--- src/rtl/alu_if.sv ---
// rtl/alu_if.sv - operand/select and result/flag bundle for the registered ALU
interface alu_if #(
  parameter int WIDTH = 4
);
  logic [WIDTH-1:0] a;
  logic [WIDTH-1:0] b;
  logic [1:0]       sel;
  logic [WIDTH-1:0] y;
  logic [WIDTH:0]   full_result;
  logic             k;
  logic             n;
  logic             c;
  logic             v;

  modport master (
    output a, b, sel,
    input  y, full_result, k, n, c, v
  );

  modport slave (
    input  a, b, sel,
    output y, full_result, k, n, c, v
  );
endinterface

--- src/rtl/alu.sv ---
// rtl/alu.sv - registered add/sub/and/or unit with zero/negative/carry/overflow flags
module alu #(
  parameter int WIDTH = 4
) (
  input  logic clk,
  input  logic rst_n,
  alu_if.slave bus
);
  localparam int MSB = WIDTH - 1;

  localparam logic [1:0] OP_ADD = 2'b00;
  localparam logic [1:0] OP_SUB = 2'b01;
  localparam logic [1:0] OP_AND = 2'b10;
  localparam logic [1:0] OP_OR  = 2'b11;

  logic [WIDTH:0]   full_d;
  logic [WIDTH-1:0] y_d;
  logic             c_d;
  logic             v_d;

  always_comb begin
    full_d = '0;
    c_d    = 1'b0;
    v_d    = 1'b0;
    case (bus.sel)
      OP_ADD: full_d = {1'b0, bus.a} + {1'b0, bus.b};
      // Subtract as a + ~b + 1 so carry-out means "no borrow".
      OP_SUB: full_d = {1'b0, bus.a} + {1'b0, ~bus.b} + {{WIDTH{1'b0}}, 1'b1};
      OP_AND: full_d = {1'b0, bus.a & bus.b};
      OP_OR:  full_d = {1'b0, bus.a | bus.b};
      default: full_d = '0;
    endcase
    y_d = full_d[WIDTH-1:0];
    if (bus.sel == OP_ADD) begin
      c_d = full_d[WIDTH];
      v_d = (bus.a[MSB] == bus.b[MSB]) & (y_d[MSB] != bus.a[MSB]);
    end else if (bus.sel == OP_SUB) begin
      c_d = full_d[WIDTH];
      v_d = (bus.a[MSB] != bus.b[MSB]) & (y_d[MSB] != bus.a[MSB]);
    end
  end

  always_ff @(posedge clk or negedge rst_n) begin
    if (!rst_n) begin
      bus.y           <= '0;
      bus.full_result <= '0;
      bus.k           <= 1'b0;
      bus.n           <= 1'b0;
      bus.c           <= 1'b0;
      bus.v           <= 1'b0;
    end else begin
      bus.y           <= y_d;
      bus.full_result <= full_d;
      bus.k           <= (y_d == '0);
      bus.n           <= y_d[MSB];
      bus.c           <= c_d;
      bus.v           <= v_d;
    end
  end
endmodule

--- src/flat_wrapper.sv ---
// flat-port wrapper written by rule: the top's interface ports become plain ports
module alu_flat 
#(
  parameter int WIDTH = 4
)
  (clk, rst_n, bus_a, bus_b, bus_sel, bus_y, bus_full_result, bus_k, bus_n, bus_c, bus_v);
  alu_if #(.WIDTH(WIDTH)) bus_i ();
  input  logic clk;
  input  logic rst_n;
  input wire logic [$bits(bus_i.a)-1:0] bus_a;
  input wire logic [$bits(bus_i.b)-1:0] bus_b;
  input wire logic [$bits(bus_i.sel)-1:0] bus_sel;
  output wire logic [$bits(bus_i.y)-1:0] bus_y;
  output wire logic [$bits(bus_i.full_result)-1:0] bus_full_result;
  output wire logic [$bits(bus_i.k)-1:0] bus_k;
  output wire logic [$bits(bus_i.n)-1:0] bus_n;
  output wire logic [$bits(bus_i.c)-1:0] bus_c;
  output wire logic [$bits(bus_i.v)-1:0] bus_v;
  assign bus_i.a = bus_a;
  assign bus_i.b = bus_b;
  assign bus_i.sel = bus_sel;
  assign bus_y = bus_i.y;
  assign bus_full_result = bus_i.full_result;
  assign bus_k = bus_i.k;
  assign bus_n = bus_i.n;
  assign bus_c = bus_i.c;
  assign bus_v = bus_i.v;
  alu #(.WIDTH(WIDTH)) u_core (.clk(clk), .rst_n(rst_n), .bus(bus_i));
endmodule
--- config.mk ---
export PLATFORM = sky130hd
export DESIGN_NAME = alu_flat
export DESIGN_NICKNAME = d
export VERILOG_FILES = /design/src/rtl/alu_if.sv /design/src/rtl/alu.sv /design/src/flat_wrapper.sv
export SDC_FILE = /design/constraint.sdc
export NUM_CORES = 1
export LEC_CHECK = 0
export CAP_MARGIN = 20
export CELL_PAD_IN_SITES_DETAIL_PLACEMENT = 1
export CELL_PAD_IN_SITES_GLOBAL_PLACEMENT = 1
export CORE_MARGIN = 3
export CORE_UTILIZATION = 33
export DETAILED_ROUTE_END_ITERATION = 10
export PLACE_DENSITY = 0.86
export SYNTH_ARGS = -nofsm -noshare
export SYNTH_HDL_FRONTEND = slang
export SYNTH_SLANG_ARGS = --single-unit
--- constraint.sdc ---
create_clock -name clk -period 0.8 [get_ports clk]
set_input_delay 0.16 -clock clk [delete_from_list [all_inputs] [get_ports clk]]
set_output_delay 0.16 -clock clk [all_outputs]
set_load 0.02 [all_outputs]
* After elaboration in Yosys (flattened, before gate mapping) *
Cells that the tools add are included.

word-level totals
  bits in registers = 13
  logic and storage cells = 27

operators by class
  $add $sub $neg = 3
  equality and inequality tests = 6
  mux-type cells = 5
  bitwise logic cells = 5
  reductions and logical operators = 2

operator list
  cell                                                              number
  5-bit case mux with 4 select lines                                1
  4-bit by 4-bit adder with 5-bit output                            2
  5-bit by 1-bit adder with 5-bit output (second input constant)    1
  4-bit bitwise AND                                                 1
  2-bit == test (second input constant)                             2
  4-bit logical NOT                                                 1
  1-bit 2-to-1 mux                                                  4
  4-bit inverter                                                    1
  4-bit OR                                                          1
  1-bit bitwise AND                                                 2
  2-bit by 1-bit == test with 1-bit output (second input constant)  1
  2-bit logical NOT                                                 1
  1-bit != test                                                     2
  1-bit == test                                                     1

* Longest topological paths before layout *
Gate-level depths: netlist (run 1).

  depth after elaboration = 8
  gate-level depth with buffers = 8

* Least setup slack after synthesis (run 1) *
No wires, ideal clock.

  path kind = input to register
  start = input port bus_b[0]
  end = register u_core.bus.k
  library setup time = 0.080 ns
  data arrival time = 1.765 ns
  path slack = -1.045 ns
  stages = 7
  buffers on the path = 0
  cells stage by stage = ha_1 > inv_1 > fa_1 > inv_1 > mux4_2 > a2111o_1 > nor3_2

on the way
  cells in the longest elaborated chain, start to end = 5

RTL lines
  item                                    RTL line            RTL
  from (decl)                             flat_wrapper.sv:11  input wire logic [$bits(bus_i.b)-1:0] bus_b;
  4-bit inverter                          alu.sv:28           OP_SUB: full_d = {1'b0, bus.a} + {1'b0, ~bus.b} + {{WIDTH{1'b0}}, 1'b1};
  4-bit by 4-bit adder with 5-bit output  alu.sv:28
  5-bit by 1-bit adder with 5-bit output  alu.sv:28
  5-bit case mux with 4 select lines *    alu.sv:25           case (bus.sel)
  via u_core.full_d[1]                    alu.sv:16           logic [WIDTH:0] full_d;
  4-bit logical NOT *                     alu.sv:54           bus.k <= (y_d == '0);
  to (signal assigned)                    alu.sv:54
  to (decl)                               alu_if.sv:22        output y, full_result, k, n, c, v

The timed path passes the listed nets; every way through them passes the cells marked *.

* Worst setup path in the final report (run 1) *
Ends and elaborated chain as after synthesis.

==> run summary, run 1 <==
CP max FO -> 3
die area -> 2980 µm²
synth-to-layout area growth -> 96.8%
Final setup viols -> 21
post-route ant nets -> 0
worst setup path class -> in2reg
Storage cell area -> 200 µm²
Sw Ratio -> 0.371
clock transition at the registers of the reported paths -> 0.05 ns
H-tree levels -> 1
pre-CTS setup slack -> -1.71 ns
detailed-route wire length per cell -> 21.9 µm
Post-CTS Hold Buffers -> 0
Vias -> 844
total power -> 1.90 mW
Tightest Pin Transition -> 0.540 ns
minimum clock period -> 1.74 ns
Mapped Cells -> 82
max-cap viol count -> 0
Ys Warns -> 0
CTS Buffer Depth -> 2
TritonCTS Buffers -> 3
Iter 0 DRT Violations -> 13
internal power -> 1.20 mW
final RePlAce weighted congestion -> 0.770
slew margin rel. -> 0.636
commonest non-fill, non-tap cells in the layout -> buf_6 (23), buf_4 (22), inv_2 (8), dfrtp_1 (8), ha_4 (7)
crit-path leading delay family -> adder cells
n_diodes -> 0
largest area contributor in the netlist -> dfrtp_1
CP cell instances -> buf_8 > ha_4 > inv_2 > fa_1 > inv_1 > mux4_2 > a2111o_1 > nor3_2
most common cell after layout, fill and taps aside -> buf_6
number of global-route vias before repair -> 940
RSZ-0062 raised after global routing -> true
NetSw -> 0.705 mW
Placed Instances -> 150
Filler cells -> 212
Hold Vio Cnt, Final -> 0
Synth Register Bits -> 8
worst hold margin -> 0.170 ns
Clk Tree Root Cell -> clkbuf_4
worst ir drop on vdd -> 0.777 mV
DRC Markers -> 0
Post-Layout Cell Count -> 161
leak pwr -> 0.735 nW
core area -> 2100 µm²
# IOs -> 25
synthesized area per cell -> 9.49 µm²
Critical Path Sink Type -> flop
site row count -> 16
Final period util -> 2.17
worst path required time -> 0.99 ns
Final #Nets -> 162
pwr dens -> 1240 nW/µm²
Post-Syn Area -> 778 µm²
initial antenna violation count -> 0
global-route wire length before repair -> 4.41 mm
Area contributors post-synth -> dfrtp_1 (26%), ha_1 (19%), inv_1 (7.7%)
Worst EP arrival -> 1.93 ns
Remaining Overflow, GRT -> 0
Clock Sinks -> 8
startpoint types -> input port
Slowest cell on crit path -> mux4_2
unique cell type count in the Yosys netlist -> 27
area occupied by multi-input gates -> 676 µm²
clock power share -> 0.168
Hold Crit Class -> in2async
Die Ht -> 54.6 µm
Routed WL -> 3.53 mm
sequential power share -> 0.255
die width -> 54.6 µm
share of the synthesized area in the top cell type -> 0.257
max frequency -> 575 MHz
GRT Overall Usage -> 0.214
status -> complete, but fails checks
Initial Utilization -> 0.370
DRT Pass-1 Iters -> 4
pin count of the biggest net entering global routing -> 10
Via density -> 5.24
CTS tree -> yes
part of the Yosys area used for sequential elements -> 0.257
PortBufs -> 24
critical path's largest stage delay -> 0.48 ns
Slew Viols, Final -> 0
utilization after layout -> 0.729
Post-Synthesis Net Count -> 108
final worst setup slack -> -0.939 ns
hpwl dp -> 1.86 mm
failing checks -> negative setup slack
fraction of layout instances using a drive strength above 1 -> 0.701
WP buf/inv -> 3
Logic pwr share -> 0.577
-- final cells by class --
class | instances | area share
timing repair buffer | 56 | 0.346
multi-input combinational | 51 | 0.441
tap | 27 | 0.0221
inverter | 16 | 0.0458
sequential | 8 | 0.131
clock buffer | 3 | 0.0147
-- metrics by stage --
stage          setup TNS (ns)  instance area, µm²
2_1_floorplan           -4.20                 818
3_3_place_gp           -13.27                1220
3_5_place_dp           -14.11                1220
4_1_cts                 -6.29                1430
5_1_grt                 -7.08                1530
6_report                -6.56                1530
-- cell families (layout without fill, tap and decap cells) --
logic type	after synthesis	count (layout)	synth area share
buffers and inverters	23	75	0.146
adder cells (fa/ha/maj)	14	14	0.244
flip-flops	8	8	0.257
XOR/XNOR	3	3	0.0338
AO/OA/AOI/OAI	18	18	0.166
multiplexers	3	3	0.0563
AND/OR/NAND/NOR	13	13	0.0965
-- repair_timing --
item,CTS,global route
setup buffers,6,2
resized for setup,137,24
setup endpoints to repair,21,21
pin swaps,15,15
-- synthesized netlist by cell type, drive strengths merged --
| master | instances |
|---|---|
| inv | 16 |
| ha | 12 |
| dfrtp | 8 |
| buf | 7 |
| nor2 | 5 |
| a211oi | 4 |
| a21o | 4 |
| xnor2 | 3 |
| a21oi | 2 |
| a311oi | 2 |
| fa | 2 |
| nand2b | 2 |
| o21ai | 2 |
| or3 | 2 |
| a2111o | 1 |
| a31oi | 1 |
| and2 | 1 |
| mux2 | 1 |
| mux2i | 1 |
| mux4 | 1 |
| nand4 | 1 |
| nor3 | 1 |
| o21bai | 1 |
| o22ai | 1 |
| or2 | 1 |
-- sequential cells by signal (all words and copies together), names as in the netlist --
signal / flops
u_core.bus.y: 3
u_core.bus.c: 1
u_core.bus.full_result: 2
u_core.bus.v: 1
u_core.bus.k: 1
-- power groups by stage --
stage          Clock (mW)  Combinational [mW]  Sequential [mW]
2_1_floorplan           0               0.367            0.534
3_3_place_gp            0               0.760            0.472
3_5_place_dp            0               0.806            0.475
4_1_cts             0.312               0.925            0.479
5_1_grt             0.351                1.15            0.488
6_report            0.320                1.10            0.485
-- worst max-delay path by stage --
stage / startpoint / endpoint / depth (start not counted)
after floorplan: bus_b[0] / u_core.bus.k / 7
after detailed placement: bus_b[0] / u_core.bus.k / 8
after global routing: bus_a[0] / u_core.bus.k / 8
after global placement: bus_b[0] / u_core.bus.k / 8
after CTS: bus_b[0] / u_core.bus.k / 8
final: bus_b[0] / u_core.bus.k / 8
-- layer usage --
layer  vias to the layer above  track usage  wire (µm)  part of all wire
met3                         9       0.0191        140             0.040
met1                       427        0.226       1360              0.38
met5                         -            0          0                 0
li1                        376            -          -                 -
met2                        32        0.420       1930              0.54
met4                         0       0.0913        109             0.031
Note: power is estimated with default switching activity, not from simulation.
==> run 2, diff against run 1 <==
--- a/config.mk
+++ b/config.mk
@@ -9,9 +9,9 @@
 export CELL_PAD_IN_SITES_DETAIL_PLACEMENT = 1
 export CELL_PAD_IN_SITES_GLOBAL_PLACEMENT = 1
 export CORE_MARGIN = 3
-export CORE_UTILIZATION = 33
+export CORE_UTILIZATION = 29
 export DETAILED_ROUTE_END_ITERATION = 10
-export PLACE_DENSITY = 0.86
+export PLACE_DENSITY = 0.78
 export SYNTH_ARGS = -nofsm -noshare
 export SYNTH_HDL_FRONTEND = slang
 export SYNTH_SLANG_ARGS = --single-unit
==> run 2 against run 1 <==
The flow still finishes with violations (negative setup slack). Count of clock-buffer cells in the layout unchanged. Critical path type unchanged. Highest routed layer unchanged. Maximum frequency increased by 2.9%. Critical path depth unchanged.
==> run summary, run 2 (synthesis results as in run 1) <==
initial antenna violation count -> 0
DRT Pass-1 Iters -> 4
Design Area, Final -> 1520 µm²
utilization after layout -> 0.601
most common cell after layout, fill and taps aside -> buf_4
failing checks -> negative setup slack
max frequency -> 592 MHz
global-route wire length before repair -> 4.42 mm
Die Ht -> 57.8 µm
status -> complete, but fails checks
Critical Path Sink Type -> flop
final worst setup slack -> -0.890 ns
synth-to-layout area growth -> 94.7%
pin count of the biggest net entering global routing -> 10
Hold Vio Cnt, Final -> 0
CTS Buffer Depth -> 2
PortBufs -> 24
# IOs -> 25
detailed-route wire length per cell -> 17.5 µm
max reg flops -> 3
commonest non-fill, non-tap cells in the layout -> buf_4 (25), buf_6 (21), inv_2 (8), dfrtp_1 (8), ha_4 (7)
post-route ant nets -> 0
leak pwr -> 0.728 nW
RSZ-0062 raised after global routing -> true
worst ir drop on vdd -> 0.922 mV
Vias -> 796
Final #Nets -> 163
slew margin rel. -> 0.664
minimum clock period -> 1.69 ns
CTS tree -> yes
clock transition at the registers of the reported paths -> 0.05 ns
worst setup path class -> in2reg
Final setup viols -> 21
hpwl dp -> 1.92 mm
Via density -> 4.82
CP cell instances -> buf_8 > ha_4 > inv_2 > fa_1 > inv_1 > mux4_2 > a2111o_1 > nor3_2
NetSw -> 0.644 mW
biggest regs -> u_core.bus.y x3, u_core.bus.full_result x2
fraction of layout instances using a drive strength above 1 -> 0.681
Filler cells -> 285
site row count -> 18
Slowest cell on crit path -> fa_1
worst path required time -> 0.96 ns
internal power -> 1.18 mW
Placed Instances -> 155
Critical Path Sink -> u_core.bus.k
Iter 0 DRT Violations -> 10
TritonCTS Buffers -> 3
Clk Tree Root Cell -> clkbuf_4
startpoint types -> input port
die area -> 3340 µm²
clock power share -> 0.160
number of global-route vias before repair -> 910
max-cap viol count -> 0
H-tree levels -> 1
Tightest Pin Transition -> 0.499 ns
Routed WL -> 2.89 mm
Logic pwr share -> 0.574
core area -> 2520 µm²
Final period util -> 2.11
GRT Overall Usage -> 0.178
n_diodes -> 0
Remaining Overflow, GRT -> 0
Slew Viols, Final -> 0
Placement Cell Area -> 1240 µm²
DRC Markers -> 0
Initial Utilization -> 0.309
final RePlAce weighted congestion -> 0.738
Sw Ratio -> 0.353
Largest Register -> u_core.bus.y
CP max FO -> 3
pwr dens -> 1210 nW/µm²
Post-Layout Cell Count -> 165
sequential power share -> 0.266
die width -> 57.8 µm
Worst EP arrival -> 1.85 ns
Hold Crit Class -> in2async
crit path launch -> bus_b[0]
Clock Sinks -> 8
critical path's largest stage delay -> 0.48 ns
run 2: power by group through the flow:
stage / Combinational [mW] / Clock (mW) / Sequential (mW)
after global routing: 1.11 / 0.331 / 0.492
after detailed placement: 0.813 / 0 / 0.476
after CTS: 0.935 / 0.300 / 0.483
after global placement: 0.774 / 0 / 0.472
after floorplan: 0.367 / 0 / 0.534
final: 1.05 / 0.292 / 0.485
run 2: stage by stage:
step	TNS, ns	setup WS (ns)	power [mW]	hold slack, ns
floorplan	-4.20	-0.923	0.901	-0.136
global placement	-13.39	-1.60	1.25	0.444
detailed placement	-14.11	-1.64	1.29	0.449
CTS	-6.30	-0.879	1.72	0.186
global route	-7.03	-0.922	1.93	0.191
finish	-6.35	-0.890	1.83	0.186
run 2: how the worst min path moves through the flow:
| stage | endpoint | slack, ns | cells after the start |
|---|---|---|---|
| 4_1_cts | u_core.bus.c | 0.19 | 1 |
| 6_report | u_core.bus.full_result[3] | 0.19 | 1 |
| 3_3_place_gp | u_core.bus.y[2] | 0.44 | 1 |
| 5_1_grt | u_core.bus.k | 0.19 | 1 |
| 2_1_floorplan | u_core.bus.c | -0.14 | 0 |
| 3_5_place_dp | u_core.bus.c | 0.45 | 1 |
run 2: timing repair:
action | in CTS | in global routing
pin swaps | 11 | 12
buffers inserted | 4 | 3
setup endpoints to repair | 21 | 21
hold buffers | 0 | 0
gates resized for setup | 135 | 21
run 2: worst max-delay path, delay by kind of cell:
kind                       cells  cell delay [ns]
muxes                          1             0.47
buffers and inverters          3             0.17
and+or+nand+nor                1             0.12
adders and majority gates      2             0.61
AOI/OAI and AO/OA              1             0.32
run 2: layout make-up:
class | instances | area [µm²] | area share
multi-input combinational | 51 | 653 | 0.431
timing repair buffer | 57 | 532 | 0.351
sequential | 8 | 200 | 0.132
inverter | 16 | 70.1 | 0.0462
tap | 30 | 37.5 | 0.0248
clock buffer | 3 | 22.5 | 0.0149
run 2: routing by layer:
layer | GRT usage | routed length, µm
met1 | 0.172 | 1020
met3 | 0.0200 | 130
met4 | 0.0927 | 78
met2 | 0.358 | 1660
met5 | 0 | 0
==> run 3, diff against run 2 <==
--- a/config.mk
+++ b/config.mk
@@ -11,6 +11,7 @@
 export CORE_MARGIN = 3
 export CORE_UTILIZATION = 29
 export DETAILED_ROUTE_END_ITERATION = 10
+export HOLD_SLACK_MARGIN = 0.03
 export PLACE_DENSITY = 0.78
 export SYNTH_ARGS = -nofsm -noshare
 export SYNTH_HDL_FRONTEND = slang
==> results of run 3 <==
The final DEF is identical to that of run 2; final timing and power are the same.
